`src/rtl/apple_bus_pkg.sv`:
```
// Shared types and constants for the Apple II slot bus host: bus states,
// cycle lengths and the slot-select decode bases.
package apple_bus_pkg;

  typedef enum logic [2:0] {
    S1 = 3'd0,
    S2 = 3'd1,
    S3 = 3'd2,
    S4 = 3'd3,
    S5 = 3'd4,
    S6 = 3'd5,
    S7 = 3'd6,
    S8 = 3'd7
  } state_t;

  localparam int CYCLE_LEN        = 7;
  localparam int LONG_CYCLE_LEN   = 8;
  localparam int CYCLES_PER_FRAME = 65;

  localparam int DATA_W = 8;
  localparam int ADDR_W = 16;

  localparam logic [ADDR_W-1:0] DEVSEL_BASE = 16'hC080;
  localparam logic [ADDR_W-1:0] IOSEL_BASE  = 16'hC000;
  localparam logic [ADDR_W-1:0] IOSTRB_BASE = 16'hC800;

endpackage

```
`src/rtl/apple_bus_timing.sv`:
```
// Bus cycle sequencer: walks S1..S7 each bus cycle, stretching every 65th
// cycle with S8, and flags the final state of each cycle.
module apple_bus_timing
  import apple_bus_pkg::*;
(
  input  logic   clk,
  input  logic   rst,
  output state_t state,
  output logic   phi1,
  output logic   phi0,
  output logic   last
);

  localparam logic [6:0] LONG_IDX   = 7'(CYCLES_PER_FRAME - 1);
  localparam state_t     LAST_SHORT = state_t'(CYCLE_LEN - 1);
  localparam state_t     LAST_LONG  = state_t'(LONG_CYCLE_LEN - 1);

  state_t     state_nxt;
  logic [6:0] cycle;
  logic [6:0] cycle_nxt;

  always_ff @(posedge clk) begin
    if (rst) begin
      state <= S1;
      cycle <= 7'd0;
    end else begin
      state <= state_nxt;
      cycle <= cycle_nxt;
    end
  end

  always_comb begin
    state_nxt = state;
    cycle_nxt = cycle;
    case (state)
      LAST_SHORT: begin
        if (cycle == LONG_IDX) begin
          state_nxt = LAST_LONG;
        end else begin
          state_nxt = S1;
          cycle_nxt = cycle + 7'd1;
        end
      end
      LAST_LONG: begin
        state_nxt = S1;
        cycle_nxt = 7'd0;
      end
      default: state_nxt = state_t'(state + 3'd1);
    endcase
  end

  assign phi1 = state inside {S1, S2, S3};
  assign phi0 = ~phi1;
  // The long cycle ends in S8, so S7 is only final when not in cycle 64.
  assign last = (state == LAST_LONG) || ((state == LAST_SHORT) && (cycle != LONG_IDX));

endmodule

```
`src/rtl/apple_bus_host.sv`:
```
// Apple II slot bus host: turns one command per bus cycle into address,
// R/W, data and slot selects, and returns read data with a response pulse.
module apple_bus_host
  import apple_bus_pkg::*;
#(
  parameter int SLOT         = 7,
  parameter int RESET_CYCLES = 16
) (
  input  logic        C7M,
  input  logic        RES,
  input  logic        cmd_valid,
  output logic        cmd_ready,
  input  logic        cmd_we,
  input  logic [15:0] cmd_addr,
  input  logic [7:0]  cmd_wdata,
  output logic        rsp_valid,
  output logic [7:0]  rsp_rdata,
  output logic        PHI1,
  output logic        PHI0,
  output logic [15:0] A,
  output logic        nWE,
  output logic [7:0]  D_out,
  output logic        D_oe,
  input  logic [7:0]  D_in,
  output logic        nDEVSEL,
  output logic        nIOSEL,
  output logic        nIOSTRB,
  output logic        nRESout
);

  state_t      state;
  logic        last;
  logic        accept;
  logic        pending;
  logic [15:0] rst_cnt;
  logic        sel_phase;
  logic        dev_hit;
  logic        io_hit;
  logic        strb_hit;

  apple_bus_timing u_timing (
    .clk   (C7M),
    .rst   (RES),
    .state (state),
    .phi1  (PHI1),
    .phi0  (PHI0),
    .last  (last)
  );

  assign cmd_ready = last & nRESout;
  assign accept    = cmd_valid & cmd_ready;

  // Everything bus-visible changes only on the edge leaving the final state.
  always_ff @(posedge C7M) begin
    if (RES) begin
      A         <= 16'hFFFF;
      nWE       <= 1'b1;
      D_out     <= 8'h00;
      pending   <= 1'b0;
      rsp_valid <= 1'b0;
      rsp_rdata <= 8'h00;
      nRESout   <= 1'b0;
      rst_cnt   <= 16'd0;
    end else begin
      rsp_valid <= 1'b0;
      if (last) begin
        rsp_valid <= pending;
        if (pending) begin
          rsp_rdata <= nWE ? D_in : 8'h00;
        end
        if (accept) begin
          A       <= cmd_addr;
          nWE     <= ~cmd_we;
          D_out   <= cmd_wdata;
          pending <= 1'b1;
        end else begin
          A       <= 16'hFFFF;
          nWE     <= 1'b1;
          D_out   <= 8'h00;
          pending <= 1'b0;
        end
        if (!nRESout) begin
          if (rst_cnt == 16'(RESET_CYCLES - 1)) begin
            nRESout <= 1'b1;
          end else begin
            rst_cnt <= rst_cnt + 16'd1;
          end
        end
      end
    end
  end

  assign sel_phase = state inside {S4, S5, S6, S7, S8};
  assign dev_hit   = A[15:4]  == (DEVSEL_BASE[15:4] + 12'(SLOT));
  assign io_hit    = A[15:8]  == (IOSEL_BASE[15:8] + 8'(SLOT));
  assign strb_hit  = A[15:11] == IOSTRB_BASE[15:11];

  assign nDEVSEL = ~(sel_phase & dev_hit);
  assign nIOSEL  = ~(sel_phase & io_hit);
  assign nIOSTRB = ~(sel_phase & strb_hit);
  assign D_oe    = ~nWE & (state inside {S5, S6, S7, S8});

endmodule

```
`config.mk`:
```
export PLATFORM = sky130hd
export DESIGN_NAME = apple_bus_host
export DESIGN_NICKNAME = d
export VERILOG_FILES = /design/src/rtl/apple_bus_pkg.sv /design/src/rtl/apple_bus_timing.sv /design/src/rtl/apple_bus_host.sv
export SDC_FILE = /design/constraint.sdc
export NUM_CORES = 1
export LEC_CHECK = 0
export BUFFER_PORTS_ARGS = -buffer_cell sky130_fd_sc_hd__clkbuf_2
export CELL_PAD_IN_SITES_DETAIL_PLACEMENT = 0
export CELL_PAD_IN_SITES_GLOBAL_PLACEMENT = 1
export CORE_UTILIZATION = 35
export CTS_CLUSTER_SIZE = 40
export DETAILED_ROUTE_END_ITERATION = 12
export PLACE_DENSITY_LB_ADDON = 0.1
export SYNTH_ARGS = -nofsm -noshare
export SYNTH_HDL_FRONTEND = slang
export SYNTH_HIERARCHICAL = 1
export SYNTH_SLANG_ARGS = --single-unit
```
`constraint.sdc`:
```
create_clock -name C7M -period 3.58 [get_ports C7M]
set_clock_uncertainty 0.1 [all_clocks]
set_input_delay 0.179 -clock C7M [delete_from_list [all_inputs] [get_ports C7M]]
set_output_delay 0.179 -clock C7M [all_outputs]
set_load 0.005 [all_outputs]
```
==> impl_metrics.csv <==
group,metric,value,unit
clocking,holdBufCountCts,28,
place,io_buffer_count,77,
worst_setup_path,path_max_fanout,18,
grt,grtUsageTotal,16.4,%
hold_path,min_path_type,"in2reg",
routing,vias_per_cell,4.90,
logic_synthesis,syn-cell-area,2730,µm²
layout,nets,455,
power,p_leak,1.47,nW
logic_synthesis,syn_inst,312,
clocking,cts.path.max_buffers,2,
grt,antenna_found_initial,0,
run,max_cap_violations,0,
status,status,"completed",
layout,n_antenna_cell,0,
sta,period_share,76.9,%
grt,grt_max_degree,62,
logic_synthesis,async_reset_ff_share,0,%
sta,hold_violations,0,
logic_synthesis,synth_area_per_cell,8.76,µm²
clocking,clock_latency,330,ps
place,gp_congestion,0.706,
clocking,post_cts_buffers,0,
clocking,cts-buffers-inserted,9,
logic_synthesis,synth_edf_count,0,
logic_synthesis,synth_top_cell_by_area,"dfxtp_1",
sta,slew_headroom,60.0,%
routing,drc,0,
logic_synthesis,synth_fa_ha_area_share,3.66,%
die,io_pins,78,
power,ir_drop,0.156,mV
logic_synthesis,synth-main-ff-cell,"dfxtp_1",
logic_synthesis,synthTopCellsByCount,"dfxtp_1 (62), a21oi_1 (39), nand2_1 (23), nand2b_1 (20), nor2_1 (20)",
logic_synthesis,synth_top_family_by_area,"simple AND/OR/NAND/NOR gates",
layout,fillCellCount,716,
worst_setup_path,path_cells,"inv_1 -> ha_1 -> nand2_1 -> a31oi_1 -> or2_1 -> nand2b_1 -> a41o_1 -> or4_1 -> a21oi_1",
power,combPwrFrac,5.7,%
layout,syn_to_final_growth,34.7,%
clocking,htree_levels,3,
routing,drt-total-wl,6.44,mm
die,die_x,90.4,µm
logic_synthesis,ys_seq_area_share,45.4,%
die,die_h,90.4,µm
die,initial_core_util,36.9,%
logic_synthesis,post_synth_mux_area_share,0.366,%
worst_setup_path,crit_path_start_kind,"register",
clocking,cts_resized,0,
logic_synthesis,ys_ff_latch,62,
logic_synthesis,synth_fp_nets,356,
logic_synthesis,synth_top_cell_area_share,45.4,%
routing,vias,2522,
sta,worst_pin_slew,599,ps
power,switchingPower,0.302,mW
die,die_area,8160,µm²
clocking,clkTransAtPathRegs,70,ps
logic_synthesis,synth_simple_gate_area_share,28.3,%
layout,drive_above_1_share,24.3,%
worst_setup_path,cp.required,3750,ps
routing,wl_per_cell,12.5,µm
die,core,7410,µm²
clocking,tritoncts,"built",
power,seqPwrFrac,45.1,%
grt,overflow,0,
clocking,clockRootBuffer,"clkbuf_8",
sta,period_needed,2750,ps
power,p_sw_share,19.5,%
clocking,cts_num_sinks,62,
logic_synthesis,yosys-top-cells-area,"dfxtp_1 (45%), a21oi_1 (7.1%), nand2b_1 (4.6%), ha_1 (3.7%), o22ai_1 (3.7%)",
worst_setup_path,slowest_stage,"or4_1",
place,dp_hpwl,4.29,mm
worst_setup_path,cp.arrival,2920,ps
power,p_int,1.25,mW
die,rows,31,
worst_setup_path,worst-setup-path-type,"reg2reg",
worst_setup_path,max_stage_delay,520,ps
sta,slew_violations,0,
logic_synthesis,synthDistinctLibCells,47,
power,clockPowerShare,49.2,%
sta,clock.fmax,0.363,GHz
routing,ant_nets,0,
sta,rsz0062_at_grt,"no",
power,power,1.55,mW
logic_synthesis,synthXorXnorAreaFrac,1.60,%
sta,totalNegativeSetupSlack,0,ps
grt,grt_pass1_vias,2307,
logic_synthesis,ys_warn_count,6,
sta,setup_violations,0,
logic_synthesis,synth_compound_area_share,15.9,%
routing,drt_iter0_markers,69,
routing,dr.pass1.iters,4,
power,power_density,421,nW/µm²
grt,grt_pass1_wl,10.8,mm
worst_setup_path,end_kind,"register",
logic_synthesis,yosysMostFrequentCell,"dfxtp_1",
-- path summary, 6_finish.rpt --
check	start	end	slack (ps)	depth (start not counted)
hold reg to reg	rsp_rdata[1]	rsp_rdata[1]	350	2
hold / removal	D_in[7]	rsp_rdata[7]	10	3
setup reg to reg	u_timing/state[0]	rst_cnt[9]	830	9
setup / recovery	u_timing/state[0]	rst_cnt[9]	830	9
-- worst max-delay path: cells and delay by family (launching register included) --
| kind | cells | cell delay [ps] |
|---|---|---|
| AOI/OAI and AO/OA | 3 | 620 |
| buffers and inverters | 1 | 100 |
| adders and majority gates | 1 | 260 |
| DFF | 1 | 340 |
| and+or+nand+nor | 4 | 1250 |
-- per-stage QoR --
step | instance area (µm²) | setup WS, ps | hold slack, ps | util (%) | std cells
6_report | 3680 | 829 | 14.8 | 49.7 | 515
5_1_grt | 3680 | 546 | 12.8 | 49.7 | 515
4_1_cts | 3680 | 843 | 0.377 | 49.7 | 515
3_5_place_dp | 3150 | 871 | 310 | 42.5 | 471
3_3_place_gp | 3150 | 928 | 303 | 42.5 | 471
2_1_floorplan | 2730 | 1360 | 218 | - | 312
-- final cells by class --
class	count	area [µm²]	area share [%]
clock buffers	13	159	4.32
repair buffers	107	681	18.5
inverters	6	22.5	0.612
clock inverters	3	90.1	2.45
well taps	99	124	3.37
multi-input cells	225	1360	37.0
flip-flops and latches	62	1240	33.7
-- registers in the layout (all words and copies together) (netlist names) --
register / flops
D_out: 8
pending: 1
nRESout: 1
rsp_valid: 1
u_timing/cycle: 7
rst_cnt: 16
rsp_rdata: 8
nWE: 1
u_timing/state: 3
A: 16
-- cell families after synthesis --
group | count (synthesis)
flops | 62
buf+inv | 25
fa+ha+maj | 8
mux | 1
compound gates | 76
xor+xnor | 5
simple gates | 135
-- placed cells by master (no fill, tap or decap), types with 2 or more instances in the layout --
cell           instances
dfxtp_1               62
o21ai_0               10
nand4_1                7
nand2b_1              20
or2_2                  2
and4_1                 4
nand3b_1               2
buf_4                  2
clkbuf_1               2
o31ai_1                3
a21oi_1               39
o22ai_1               16
xor2_1                 5
and2_1                 3
clkbuf_2              77
clkbuf_8              11
nand3_1               13
or3_1                  8
o211ai_1               2
or3_2                  2
o2bb2ai_1              2
and3_1                 2
nor3_1                 3
ha_1                   8
nand2_1               23
inv_1                  6
dlygate4sd3_1         28
bufinv_16              3
nor4b_1                2
nor2_1                20
nor2b_1                9
or4_1                  4
-- layer usage --
layer / vias to the layer above / track usage [%] / routed length, µm
li1: 1310 / - / -
met1: 1123 / 21.3 / 3140
met2: 80 / 25.3 / 2810
met3: 9 / 4.21 / 377
met4: 0 / 8.06 / 102
met5: - / 0 / 0
-- power by group through the flow --
stage	logic (mW)	registers [mW]	clock network [mW]
6_report	0.0883	0.698	0.762
5_1_grt	0.0997	0.698	0.819
2_1_floorplan	0.0376	0.713	0
4_1_cts	0.0891	0.698	0.782
3_3_place_gp	0.0657	0.714	0
3_5_place_dp	0.0655	0.714	0
No activity file was read; power rests on OpenSTA's default activity.
